### src/rtl/apb_req_arbiter.sv
// Round-robin arbiter that lets NREQ requesters share a single APB master port.
// Define APB_ARB_PREADY_EN to add the pready input and allow slave wait states.
//
// state    | meaning
// ---------+-------------------------------------------------------------
// S_IDLE   | bus idle; a valid requester is granted by round-robin
// S_SETUP  | APB setup phase: psel=1, penable=0, lasts one cycle
// S_ACCESS | APB access phase: penable=1 until the transfer is done
module apb_req_arbiter #(
  parameter int NREQ = 2,
  parameter int AW   = 32,
  parameter int DW   = 32
) (
  input  logic             pclk,
  input  logic             presetn,
  input  logic [NREQ-1:0]    req_valid,
  input  logic [NREQ-1:0]    req_write,
  input  logic [NREQ*AW-1:0] req_addr,
  input  logic [NREQ*DW-1:0] req_wdata,
  output logic [NREQ-1:0]    req_ack,
  output logic [NREQ-1:0]    rsp_valid,
  output logic [DW-1:0]      rsp_rdata,
  output logic [AW-1:0]      paddr,
  output logic               psel,
  output logic               penable,
  output logic               pwrite,
  output logic [DW-1:0]      pwdata,
`ifdef APB_ARB_PREADY_EN
  input  logic               pready,
`endif
  input  logic [DW-1:0]      prdata
);

  localparam int GW = (NREQ > 1) ? $clog2(NREQ) : 1;

  typedef enum logic [1:0] {
    S_IDLE   = 2'd0,
    S_SETUP  = 2'd1,
    S_ACCESS = 2'd2
  } state_t;

  state_t          state_q;
  logic [GW-1:0]   last_grant_q;
  logic [AW-1:0]   paddr_q;
  logic [DW-1:0]   pwdata_q;
  logic            pwrite_q;
  logic            psel_q;
  logic            penable_q;
  logic [NREQ-1:0] rsp_valid_q;
  logic [DW-1:0]   rsp_rdata_q;

  logic [AW-1:0]   addr_arr  [NREQ];
  logic [DW-1:0]   wdata_arr [NREQ];

  logic            xfer_done;
  logic            grant_en;
  logic            pick_found;
  logic [GW-1:0]   pick_idx;
  logic [GW-1:0]   cand;

  for (genvar gi = 0; gi < NREQ; gi++) begin : g_unpack
    assign addr_arr[gi]  = req_addr[gi*AW +: AW];
    assign wdata_arr[gi] = req_wdata[gi*DW +: DW];
  end

`ifdef APB_ARB_PREADY_EN
  assign xfer_done = pready;
`else
  assign xfer_done = 1'b1;
`endif

  // Walk offsets from farthest to nearest so the requester closest after
  // last_grant_q overwrites any earlier hit.
  always_comb begin
    pick_found = 1'b0;
    pick_idx   = '0;
    cand       = '0;
    for (int k = NREQ; k >= 1; k--) begin
      cand = GW'((int'(last_grant_q) + k) % NREQ);
      if (req_valid[cand]) begin
        pick_found = 1'b1;
        pick_idx   = cand;
      end
    end
  end

  assign grant_en = (state_q == S_IDLE) || ((state_q == S_ACCESS) && xfer_done);
  assign req_ack  = (grant_en && pick_found) ? (NREQ'(1) << pick_idx) : '0;

  always_ff @(posedge pclk or negedge presetn) begin
    if (!presetn) begin
      state_q      <= S_IDLE;
      last_grant_q <= GW'(NREQ - 1);
      paddr_q      <= '0;
      pwdata_q     <= '0;
      pwrite_q     <= 1'b0;
      psel_q       <= 1'b0;
      penable_q    <= 1'b0;
      rsp_valid_q  <= '0;
      rsp_rdata_q  <= '0;
    end else begin
      rsp_valid_q <= '0;
      case (state_q)
        S_IDLE: begin
          if (pick_found) begin
            paddr_q      <= addr_arr[pick_idx];
            pwdata_q     <= wdata_arr[pick_idx];
            pwrite_q     <= req_write[pick_idx];
            last_grant_q <= pick_idx;
            psel_q       <= 1'b1;
            penable_q    <= 1'b0;
            state_q      <= S_SETUP;
          end
        end
        S_SETUP: begin
          penable_q <= 1'b1;
          state_q   <= S_ACCESS;
        end
        S_ACCESS: begin
          if (xfer_done) begin
            rsp_valid_q <= NREQ'(1) << last_grant_q;
            if (!pwrite_q) rsp_rdata_q <= prdata;
            if (pick_found) begin
              paddr_q      <= addr_arr[pick_idx];
              pwdata_q     <= wdata_arr[pick_idx];
              pwrite_q     <= req_write[pick_idx];
              last_grant_q <= pick_idx;
              psel_q       <= 1'b1;
              penable_q    <= 1'b0;
              state_q      <= S_SETUP;
            end else begin
              psel_q    <= 1'b0;
              penable_q <= 1'b0;
              state_q   <= S_IDLE;
            end
          end
        end
        default: begin
          psel_q    <= 1'b0;
          penable_q <= 1'b0;
          state_q   <= S_IDLE;
        end
      endcase
    end
  end

  assign paddr     = paddr_q;
  assign pwdata    = pwdata_q;
  assign pwrite    = pwrite_q;
  assign psel      = psel_q;
  assign penable   = penable_q;
  assign rsp_valid = rsp_valid_q;
  assign rsp_rdata = rsp_rdata_q;

endmodule

### config.mk
export PLATFORM = sky130hd
export DESIGN_NAME = apb_req_arbiter
export DESIGN_NICKNAME = d
export VERILOG_FILES = /design/src/rtl/apb_req_arbiter.sv
export SDC_FILE = /design/constraint.sdc
export NUM_CORES = 1
export LEC_CHECK = 0
export ABC_AREA = 0
export BUFFER_PORTS_ARGS = -buffer_cell sky130_fd_sc_hd__buf_2
export CAP_MARGIN = 15
export CORE_MARGIN = 2
export CORE_UTILIZATION = 43
export DETAILED_ROUTE_END_ITERATION = 12
export PLACE_DENSITY = 0.8
export SYNTH_ARGS = -nofsm -noshare
export SYNTH_HDL_FRONTEND = slang
export SYNTH_SLANG_ARGS = --single-unit
### constraint.sdc
create_clock -name pclk -period 2.02 [get_ports pclk]
set_input_delay 0.202 -clock pclk [delete_from_list [all_inputs] [get_ports pclk]]
set_output_delay 0.202 -clock pclk [all_outputs]
set_load 0.05 [all_outputs]
## Yosys cells after proc, flatten, opt, wreduce, memory -nomap -nowiden

Cells that the tools add are included.

| cells by class | value |
|---|---|
| order comparisons | 4 |
| eq/ne operators | 3 |
| multiplexer cells | 26 |
| reductions and logical operators | 7 |
| $add $sub $neg | 2 |
| shift-type cells | 2 |
| bitwise operators | 3 |

Operators with widths:

| cell | count |
|---|---|
| 32-bit two-way mux | 6 |
| 1-bit two-way mux | 14 |
| 1-bit by 2-bit < comparator with 1-bit output (second input constant) | 3 |
| 2-bit two-way mux | 3 |
| 2-bit one-hot mux with 3 select lines | 1 |
| 2-bit AND reduction | 3 |
| 1-bit by 1-bit << shifter with 2-bit output (first input constant) | 2 |
| 1-bit one-hot mux with 3 select lines | 1 |
| 1-bit adder (second input constant) | 2 |
| 2-bit by 1-bit == test with 1-bit output (second input constant) | 1 |
| 2-bit == test (second input constant) | 1 |
| 2-bit greater-or-equal comparator (second input constant) | 1 |
| 2-bit logical NOT | 1 |
| 2-bit inequality test (second input constant) | 1 |
| 1-bit NOT | 2 |
| 1-bit NOT with 2-bit output | 1 |
| 1-bit one-hot mux with 2 select lines | 1 |
| 2-bit OR reduction | 1 |
| 1-bit logical AND | 1 |
| 1-bit logical OR | 1 |

| storage, ports and cells | value |
|---|---|
| register bits | 104 |
| output and inout port bits | 103 |

## Depth between registers and ports, before layout

Gate-level depths: netlist of the first run.

| logic depth | value |
|---|---|
| depth after elaboration | 9 |
| gate-level depth with buffers | 5 |
| depth with buffers taken out | 3 |

## Least setup slack after synthesis of the first run

Ideal clock, no wire load.

| path | value |
|---|---|
| path kind | flip-flop to flip-flop |
| start | reg state_q[1] |
| end | reg rsp_rdata_q[10], in the netlist rsp_rdata[10] |
| arrival | 1.516 ns |
| setup slack | 0.380 ns |
| required time | 1.895 ns |
| period minus slack after synthesis | 1.640 ns |
| library setup time | 0.125 ns |
| stages on the path, launching flop included | 5 |
| cells stage by stage | dfrtp_1 nand2b_1 nor2_2 buf_4 mux2_2 |

| between the ends | value |
|---|---|
| word-level cells in the longest chain between the ends | 2 |

RTL lines:

| element | line | RTL |
|---|---|---|
| start: declaration | 42 | `state_t state_q;` |
| start signal: assignment | 92 | `state_q <= S_IDLE;` |
| start signal: assignment | 112 | `state_q <= S_SETUP;` |
| start signal: assignment | 117 | `state_q <= S_ACCESS;` |
| 2-bit == test | 103 | `case (state_q)` |
| 2-bit AND reduction (no source line) | n/a |  |
| end signal: assignment | 122 | `if (!pwrite_q) rsp_rdata_q <= prdata;` |
| end: declaration | 50 | `logic [DW-1:0] rsp_rdata_q;` |

Every way passes these cells.
A chain may end at the register's enable or synchronous reset.

## Worst setup path in the final report of the first run

| path | value |
|---|---|
| start | reg last_grant_q |
| end | out req_ack[0] |

| between the ends | value |
|---|---|
| word-level cells in the longest chain between the ends | 7 |
| elaborated cells between the ends (all ways) | 13 |
| those cells by class | add/sub (2); shift (1); mux (9); reduce/logical (1) |

RTL lines:

| element | line | RTL |
|---|---|---|
| start: declaration | 43 | `logic [GW-1:0] last_grant_q;` |
| start signal: assignment | 93 | `last_grant_q <= GW'(NREQ - 1);` |
| start signal: assignment | 109 | `last_grant_q <= pick_idx;` |
| start signal: assignment | 127 | `last_grant_q <= pick_idx;` |
| 1-bit adder | 79 | `cand = GW'((int'(last_grant_q) + k) % NREQ);` |
| 1-bit two-way mux (not written as such) (2 in a row) | 80 | `if (req_valid[cand]) begin` |
| 1-bit two-way mux (2 in a row) | 80 |  |
| 1-bit by 1-bit << shifter with 2-bit output or 1-bit logical AND (tied branches) | 88 | `assign req_ack = (grant_en && pick_found) ? (NREQ'(1) << pick_idx) : '0;` |
| 2-bit two-way mux (*) | 88 |  |
| end: declaration | 20 | `output logic [NREQ-1:0] req_ack,` |

Mark *: on every way between the ends. The rest lies on a longest branch, timed or not. The select of a mux whose other input is x is not followed.

==> results of run 1 <==
layer usage:
metal,GRT usage (%),wire (um),vias to the layer above
li1,-,-,1659
met1,26.14,4583,1777
met2,36.97,6277,189
met3,4.503,939,17
met4,8.502,203,0
met5,0,0,-
stage by stage:
stage,utilization [%],hold slack [ps]
4_1_cts,60.93,46.19
2_1_floorplan,-,-93.59
5_1_grt,61.21,48.19
3_3_place_gp,58.99,148.3
6_report,61.21,71.66
3_5_place_dp,58.99,154.9
Yosys cell counts:
cell type,instances,area [um2]
inv_1,5,18.77
clkbuf_1,4,15.01
a211oi_2,2,25.02
o21bai_4,1,18.77
nor2b_1,1,6.260
mux2_2,30,337.8
dfstp_2,1,26.28
buf_2,8,40.04
nor2_1,2,7.510
nand2b_1,1,6.260
mux2_1,2,22.52
o21ai_0,1,5.000
nor2_2,1,6.260
dfrtp_1,102,2552
buf_6,3,33.78
and2_0,43,269.0
and2_1,22,137.6
a221o_1,65,650.6
buf_4,9,67.56
a21o_1,1,7.510
worst max-delay path, stage by stage, from the launching register on:
cell and delay (ps):
dfstp_2 590, inv_1 90, a211oi_4 310, buf_2 330
sequential cells by signal (all words and copies together), names as in the netlist:
register      flops
paddr            32
pwdata           32
rsp_rdata        32
rsp_valid         2
state_q           2
last_grant_q      1
psel              1
pwrite            1
kinds of logic (layout without fill, tap and decap cells):
family	after synthesis	count (layout)	synth area share [%]
AOI/OAI and AO/OA	70	70	16.62
buffers and inverters	29	298	4.117
and+or+nand+nor	70	70	10.18
muxes	32	32	8.470
DFF	103	103	60.62
worst max path at each step:
stage | slack, ps | end | start
global placement | 290 | paddr[20] | req_valid[0]
floorplan | 380 | rsp_rdata[10] | state_q[1]
global route | 60 | req_ack[0] | last_grant_q
finish | 150 | req_ack[0] | last_grant_q
CTS | 110 | req_ack[0] | last_grant_q
detailed placement | 190 | psel | req_valid[0]
power breakdown:
group	internal, mW	leakage [nW]	switching (mW)
Clock	0.576	0.0887	0.641
Combinational	1.14	1.69	3.04
Sequential	2.69	1.25	0.321
Total	4.41	3.03	4.00
layout make-up:
class	instances	area (um2)	share of cell area, %
clock buffers	14	142.6	2.406
clock inverters	2	35.03	0.5910
inverters	5	18.77	0.3166
multi-input cells	172	1515	25.56
flip-flops and latches	103	2579	43.50
well taps	133	166.4	2.807
repair buffers	277	1471	24.82
==> impl_metrics.yaml, run 1 <==
routing:
  first_iter_violations: 128
  via_count: 3642
  drc_errors: 0
  ant_nets: 0
  firstDrtPassIters: 4
  wl_per_cell_um: 17.00
  via_per_inst: 5.159
  wl_um: 12000
cts:
  path_clk_slew_ps: 100
  insertion_delay_ps: 350
  cts.repair.resized: 0
  cts_tree: "done"
  holdBufCountCts: 1
  cts_buffers: 9
  clock_sinks: 103
  cts_setup_buffers: 0
  cts_root_buf: "clkbuf_8"
  htreeDepth: 3
  clk_path_buf_depth: 2
worst_hold_path:
  hp-start: "req_addr[63]"
  hold_depth: 2
  min_to: "paddr[31]"
  hold_class: "primary input to flip-flop"
timing:
  finalSetupViolations: 0
  rsz0062_at_grt: "false"
  fin_worst_skew_ps: 11.87
  fmax_ghz: 0.5344
  timing.final.ws_setup_ps: 148.9
  slew-limit-headroom_pct: 57.58
  fin_crit_ps: 1871
  hold_viol_final: 0
  tns_ps: 0
  worst_slew_pin_slew_ps: 634.7
  period_share_pct: 92.63
  slew_violations: 0
floorplan:
  num_io_pins: 269
  rows: 36
  dieHeight_um: 103.5
  start_util_pct: 43.93
  die_x_um: 103.5
  fp.coreArea_mm2: 0.009684
  die_area_mm2: 0.01071
synth:
  synth_seq_cells: 103
  syn_inst: 304
  synth.avg_cell_area_um2: 13.99
  ys_seq_area_share_pct: 60.62
  yosysWarnings: 0
  ys_types: 20
  syn_area_mm2: 0.004254
  synthesis.nets: 470
job:
  max_cap_violations: 0
power:
  total_power_mw: 8.415
  power_density_mw_per_mm2: 1420
  leakage_nw: 3.026
  ir_drop_mv: 0.8419
worst_setup_path:
  startpoint_type: "flip-flop"
  crit_fanout: 4
  reg2reg_slack_ps: 340
  crit_path_end_kind: "primary output"
  r2r-end: "pwdata[3]"
  r2r_cells: 4
  r2r_start: "state_q[0]"
  crit_type: "flip-flop to primary output"
  arrival_ps: 1670
  required_ps: 1820
global_routing:
  antenna_found_initial: 0
  grt_max_degree: 69
  grt_pass1_wl_um: 17550
  grtUsageTotal_pct: 21.39
  grt_pass1_vias: 3514
  overflow: 0
run_status:
  outcome: "completed"
placed_design:
  post_dp_cell_area_mm2: 0.005713
  dp_slack_ps: 185.7
  place.gp.congestion: 0.7704
  io_buffers: 268
  hpwl_um: 8857
  placed_cells: 688
final_layout:
  syn2layout_area_growth_pct: 39.35
  diodes: 0
  final_cell_mix: "267 x buf_2, 102 x dfrtp_1, 65 x a221o_1"
  layout-drive-gt1-share_pct: 56.20
  final_cells: 706
  nets: 734
  layout_commonest_cell: "buf_2"
  fin_area_mm2: 0.005928
  fillers: 806
Power figures use the tool's default switching activity.
==> run 2, diff against run 1 <==
Settings changed: ABC_AREA 0 to 1, CORE_UTILIZATION 43 to 44, PLACE_DENSITY 0.8 to 0.79.
==> run 2 against run 1 <==
Effect of this change: synthesized cell count increased by 73%; cell area up 5.6%; maximum frequency up 5.6%; critical endpoint unchanged; routed wire length up 22%; first-iteration DRC count grew to 3.9 times the previous value; setup slack better by 100 ps; die area up 6.2%; sequential power is essentially flat; critical path type unchanged; clock power rose by 5%; area after synthesis grew 8.9%; sequential share of layout area decreased by 2.3 points.
==> impl_metrics.yaml, run 2 <==
cts:
  insertion_delay_ps: 370
  clock_sinks: 103
  path_clk_slew_ps: 110
  cts_buffers: 9
  htreeDepth: 3
  cts_root_buf: "clkbuf_8"
  clk_path_buf_depth: 2
  cts_tree: "done"
worst_setup_path:
  crit_type: "flip-flop to primary output"
  crit_fanout: 16
  reg2reg_slack_ps: 360
  crit_path_end_kind: "primary output"
  worst-path-buf-inv: 2
  required_ps: 1820
  startpoint_type: "flip-flop"
  cpPeakStageDelay_ps: 450
  path_delay_family: "buffers and inverters"
  critical_path.slowest_cell: "dfrtp_1"
  arrival_ps: 1570
  crit_chain: "clkinv_2, o21ai_4, a21oi_1, clkbuf_4"
routing:
  wl_um: 14610
  via_per_inst: 5.450
  drc_errors: 0
  ant_nets: 0
  first_iter_violations: 503
  via_count: 4981
  wl_per_cell_um: 15.99
  firstDrtPassIters: 5
floorplan:
  fp.coreArea_mm2: 0.01028
  die_area_mm2: 0.01136
  num_io_pins: 269
  start_util_pct: 45.07
  die_x_um: 106.6
  dieHeight_um: 106.6
  rows: 37
global_routing:
  grtUsageTotal_pct: 25.10
  grt_max_degree: 65
  grt_pass1_vias: 4706
  grt_pass1_wl_um: 22680
  overflow: 0
  antenna_found_initial: 0
synth:
  synth_edf_count: 0
  synth_most_common_cell: "nand3_1"
  syn_area_mm2: 0.004632
  synthesis.nets: 691
  ys_seq_area_share_pct: 55.67
  syn_inst: 525
  ys_types: 20
  synth_top_area_share_pct: 55.11
  synth_seq_cells: 103
  synth-main-ff-cell: "dfrtp_1"
  yosysTopAreaCell: "dfrtp_1"
  yosysWarnings: 0
  synth.avg_cell_area_um2: 8.823
  async_flop_share_pct: 100.0
  synth_area_leaders: "dfrtp_1 55%, nand3_1 14%, nand4_1 8.8%"
  synth_commonest_cells: "130 x nand3_1, 102 x dfrtp_1, 100 x nand2_1, 65 x nand4_1, 34 x inv_1"
timing:
  hold_ws_ps: 62.50
  hold_viol_final: 0
  fin_crit_ps: 1772
  fmax_ghz: 0.5645
  slew_violations: 0
  rsz0062_at_grt: "false"
  finalSetupViolations: 0
  slew-limit-headroom_pct: 65.59
  worst_slew_pin_slew_ps: 516.1
  tns_ps: 0
  fin_worst_skew_ps: 10.27
  period_share_pct: 87.70
placed_design:
  place.gp.congestion: 0.8767
  post_dp_cell_area_mm2: 0.006027
  io_buffers: 268
  hpwl_um: 10670
power:
  ir_drop_mv: 0.8139
  leakage_nw: 3.428
  power_density_mw_per_mm2: 1357
final_layout:
  layout_commonest_cell: "buf_2"
  nets: 939
  syn2layout_area_growth_pct: 35.17
  layout-drive-gt1-share_pct: 39.59
  diodes: 0
  final_util_pct: 60.92
  fin_area_mm2: 0.006261
  final_cell_mix: "266 x buf_2, 130 x nand3_1, 102 x dfrtp_1"
job:
  max_cap_violations: 0
worst_hold_path:
  hold_class: "primary input to flip-flop"
run_status:
  outcome: "completed"
## run 2: kinds of logic after synthesis
group,Yosys count,share of synthesized area [%]
AND/OR/NAND/NOR,302,31.71
flip-flops,103,55.67
buffers and inverters,84,8.590
AO/OA/AOI/OAI,36,4.025
## run 2: final timing paths
path | from | endpoint | depth (start not counted)
max in group asynchronous | presetn | pwdata[2] | 3
hold reg to reg | rsp_rdata[25] | rsp_rdata[25] | 2
min in group asynchronous | presetn | paddr[27] | 2
setup / recovery | state_q[0] | req_ack[0] | 4
setup reg to reg | state_q[0] | rsp_rdata[12] | 5
hold / removal | req_wdata[11] | pwdata[11] | 3
## run 2: layout make-up
type	count	area (um2)
clock buffer	9	123.9
clock inverter	7	73.82
fill	935	4016
inverter	35	132.6
multi-input combinational	338	1673
sequential	103	2579
tap	136	170.2
timing repair buffer	286	1509
## run 2: per-layer routing
layer | track usage, % | vias up | part of all wire, %
met5 | 0 | - | 0
met4 | 10.20 | 0 | 2.8
met3 | 4.012 | 38 | 7.8
met2 | 42.95 | 288 | 51
met1 | 31.80 | 2362 | 39
li1 | - | 2293 | -
## run 2: timing repair
| action | in CTS | in global routing |
|---|---|---|
| setup endpoints to repair | 0 | 1 |
| resized for setup | 0 | 2 |
| endpoints found under the hold margin | 21 | 0 |
| buffers inserted | 0 | 3 |
| hold buffers | 1 | 0 |
## run 2: per-stage QoR
stage	instances	total power, mW	worst slack, ps
2_1_floorplan	525	6.107	98.04
3_3_place_gp	894	7.153	532.3
3_5_place_dp	894	7.250	458.6
4_1_cts	911	8.539	26.40
5_1_grt	914	8.934	158.2
6_report	914	8.496	248.5
## run 2: worst register-to-register path: stages, from the launching register on
cell,delay (ps)
dfrtp_1,440
clkinv_2,270
nand3b_2,160
buf_4,450
nand2_1,140
o21ai_0,120
## run 2: where the power goes
group	total, mW	leakage, nW	internal (mW)	switching, mW
Clock	1.28	0.0946	0.489	0.791
Combinational	4.19	2.08	0.928	3.27
Sequential	3.02	1.26	2.68	0.340
Total	8.50	3.43	4.10	4.40
==> run 3, diff against run 2 <==
Settings changed: CORE_UTILIZATION 44 to 45, CTS_BUF_LIST set to sky130_fd_sc_hd__clkbuf_8, PLACE_DENSITY 0.79 to 0.81, TNS_END_PERCENT set to 100.
==> run 3 against run 2 <==
Effect of this change: utilization rose by 0.60 points; highest routed layer is now met5; non-clock buffer count down 4; critical endpoint unchanged; final cell count decreased by 0.55%; power shrank 1.2%; largest power group unchanged; setup slack gained 78 ps; sequential power is essentially flat; die area fell by 2.1%; first-iteration DRC count decreased by 4.0%.
==> impl_metrics.yaml, run 3 (synthesized netlist as in run 2, its figures left out) <==
run_status:
  outcome: "completed"
floorplan:
  num_io_pins: 269
  die_x_um: 105.5
  die_area_mm2: 0.01112
  start_util_pct: 45.69
  rows: 37
  dieHeight_um: 105.5
  fp.coreArea_mm2: 0.01014
power:
  ir_drop_mv: 0.7595
  total_power_mw: 8.395
  power_density_mw_per_mm2: 1346
  leakage_nw: 3.421
worst_setup_path:
  required_ps: 1820
  arrival_ps: 1490
  startpoint_type: "flip-flop"
  crit_fanout: 6
  r2r_cells: 5
  r2r_start: "last_grant_q"
  crit_path_end_kind: "primary output"
  r2r-end: "paddr[11]"
  reg2reg_slack_ps: 580
  crit_type: "flip-flop to primary output"
job:
  max_cap_violations: 0
cts:
  htreeDepth: 3
  cts_root_buf: "clkbuf_8"
  cts.repair.resized: 0
  holdBufCountCts: 1
  cts_setup_buffers: 0
  cts_tree: "done"
  insertion_delay_ps: 360
  clk_path_buf_depth: 2
  cts_buffers: 9
  path_clk_slew_ps: 100
  clock_sinks: 103
global_routing:
  grt_max_degree: 68
  overflow: 0
  grt_pass1_vias: 4590
  grt_pass1_wl_um: 22840
  grtUsageTotal_pct: 25.60
  antenna_found_initial: 1
routing:
  ant_nets: 0
  via_per_inst: 5.323
  via_count: 4839
  first_iter_violations: 483
  drc_errors: 0
  wl_um: 14150
  wl_per_cell_um: 15.57
  firstDrtPassIters: 5
timing:
  fin_worst_skew_ps: 9.395
  finalSetupViolations: 0
  slew_violations: 0
  fin_crit_ps: 1693
  period_share_pct: 83.83
  tns_ps: 0
  rsz0062_at_grt: "false"
  hold_viol_final: 0
  worst_slew_pin_slew_ps: 512.6
  slew-limit-headroom_pct: 65.83
  timing.final.ws_setup_ps: 326.7
  fmax_ghz: 0.5906
final_layout:
  final_cells: 909
  nets: 935
  layout-drive-gt1-share_pct: 39.20
  syn2layout_area_growth_pct: 34.66
  layout_commonest_cell: "buf_2"
  diodes: 0
  fin_area_mm2: 0.006237
  final_cell_mix: "267 x buf_2, 130 x nand3_1, 102 x dfrtp_1"
worst_hold_path:
  hp-start: "req_wdata[8]"
  min_to: "pwdata[8]"
  hold_class: "primary input to flip-flop"
  hold_depth: 3
placed_design:
  io_buffers: 268
  post_dp_cell_area_mm2: 0.006045
  hpwl_um: 10020
  dp_slack_ps: 606.4
  placed_cells: 893
  place.gp.congestion: 0.8409
==> run 3: changes by cell type in the layout (fill, tap and decap cells not counted), moves of 2 or more <==
cell and delta:
inv_8 -3, clkbuf_8 +2, buf_12 +2, clkinvlp_4 -2, buf_4 -6, clkinv_4 +3
==> run 3: final cells by class <==
cell class	count	area, um2
repair buffers	282	1501
multi-input cells	338	1673
fillers	888	3901
well taps	136	170.2
clock inverters	4	31.28
flip-flops and latches	103	2579
clock buffers	11	151.4
inverters	35	131.4
==> run 3: stage by stage <==
step	utilization, %	hold WS [ps]
finish	61.52	66.07
global placement	59.62	168.7
floorplan	-	-93.59
CTS	61.52	48.29
global route	61.52	40.37
detailed placement	59.62	171.2
==> run 3: worst max-delay path by stage <==
stage          slack, ps    endpoint         start
6_report             330  req_ack[0]  last_grant_q
3_5_place_dp         610   paddr[11]  last_grant_q
4_1_cts              320  req_ack[1]  last_grant_q
3_3_place_gp         660  pwdata[30]  last_grant_q
5_1_grt              220  req_ack[1]  last_grant_q
2_1_floorplan        100  req_ack[0]  last_grant_q
==> run 3: power by group <==
| part | switching (mW) | internal, mW |
|---|---|---|
| clock | 0.689 | 0.514 |
| sequential | 0.333 | 2.68 |
| combinational | 3.25 | 0.928 |
==> run 3: per-layer routing <==
metal	vias up	GRT usage (%)	wire length (um)	part of all wire, %
li1	2292	-	-	-
met1	2286	32.86	5759	41
met2	239	43.50	7106	50
met3	20	6.122	1085	7.7
met4	2	6.762	185	1.3
met5	-	0	13	0.092
==> run 3: critical path: stages (launching register included) <==
cell and delay [ps]:
dfstp_2 550, nand2_2 110, a21oi_1 180, buf_2 290
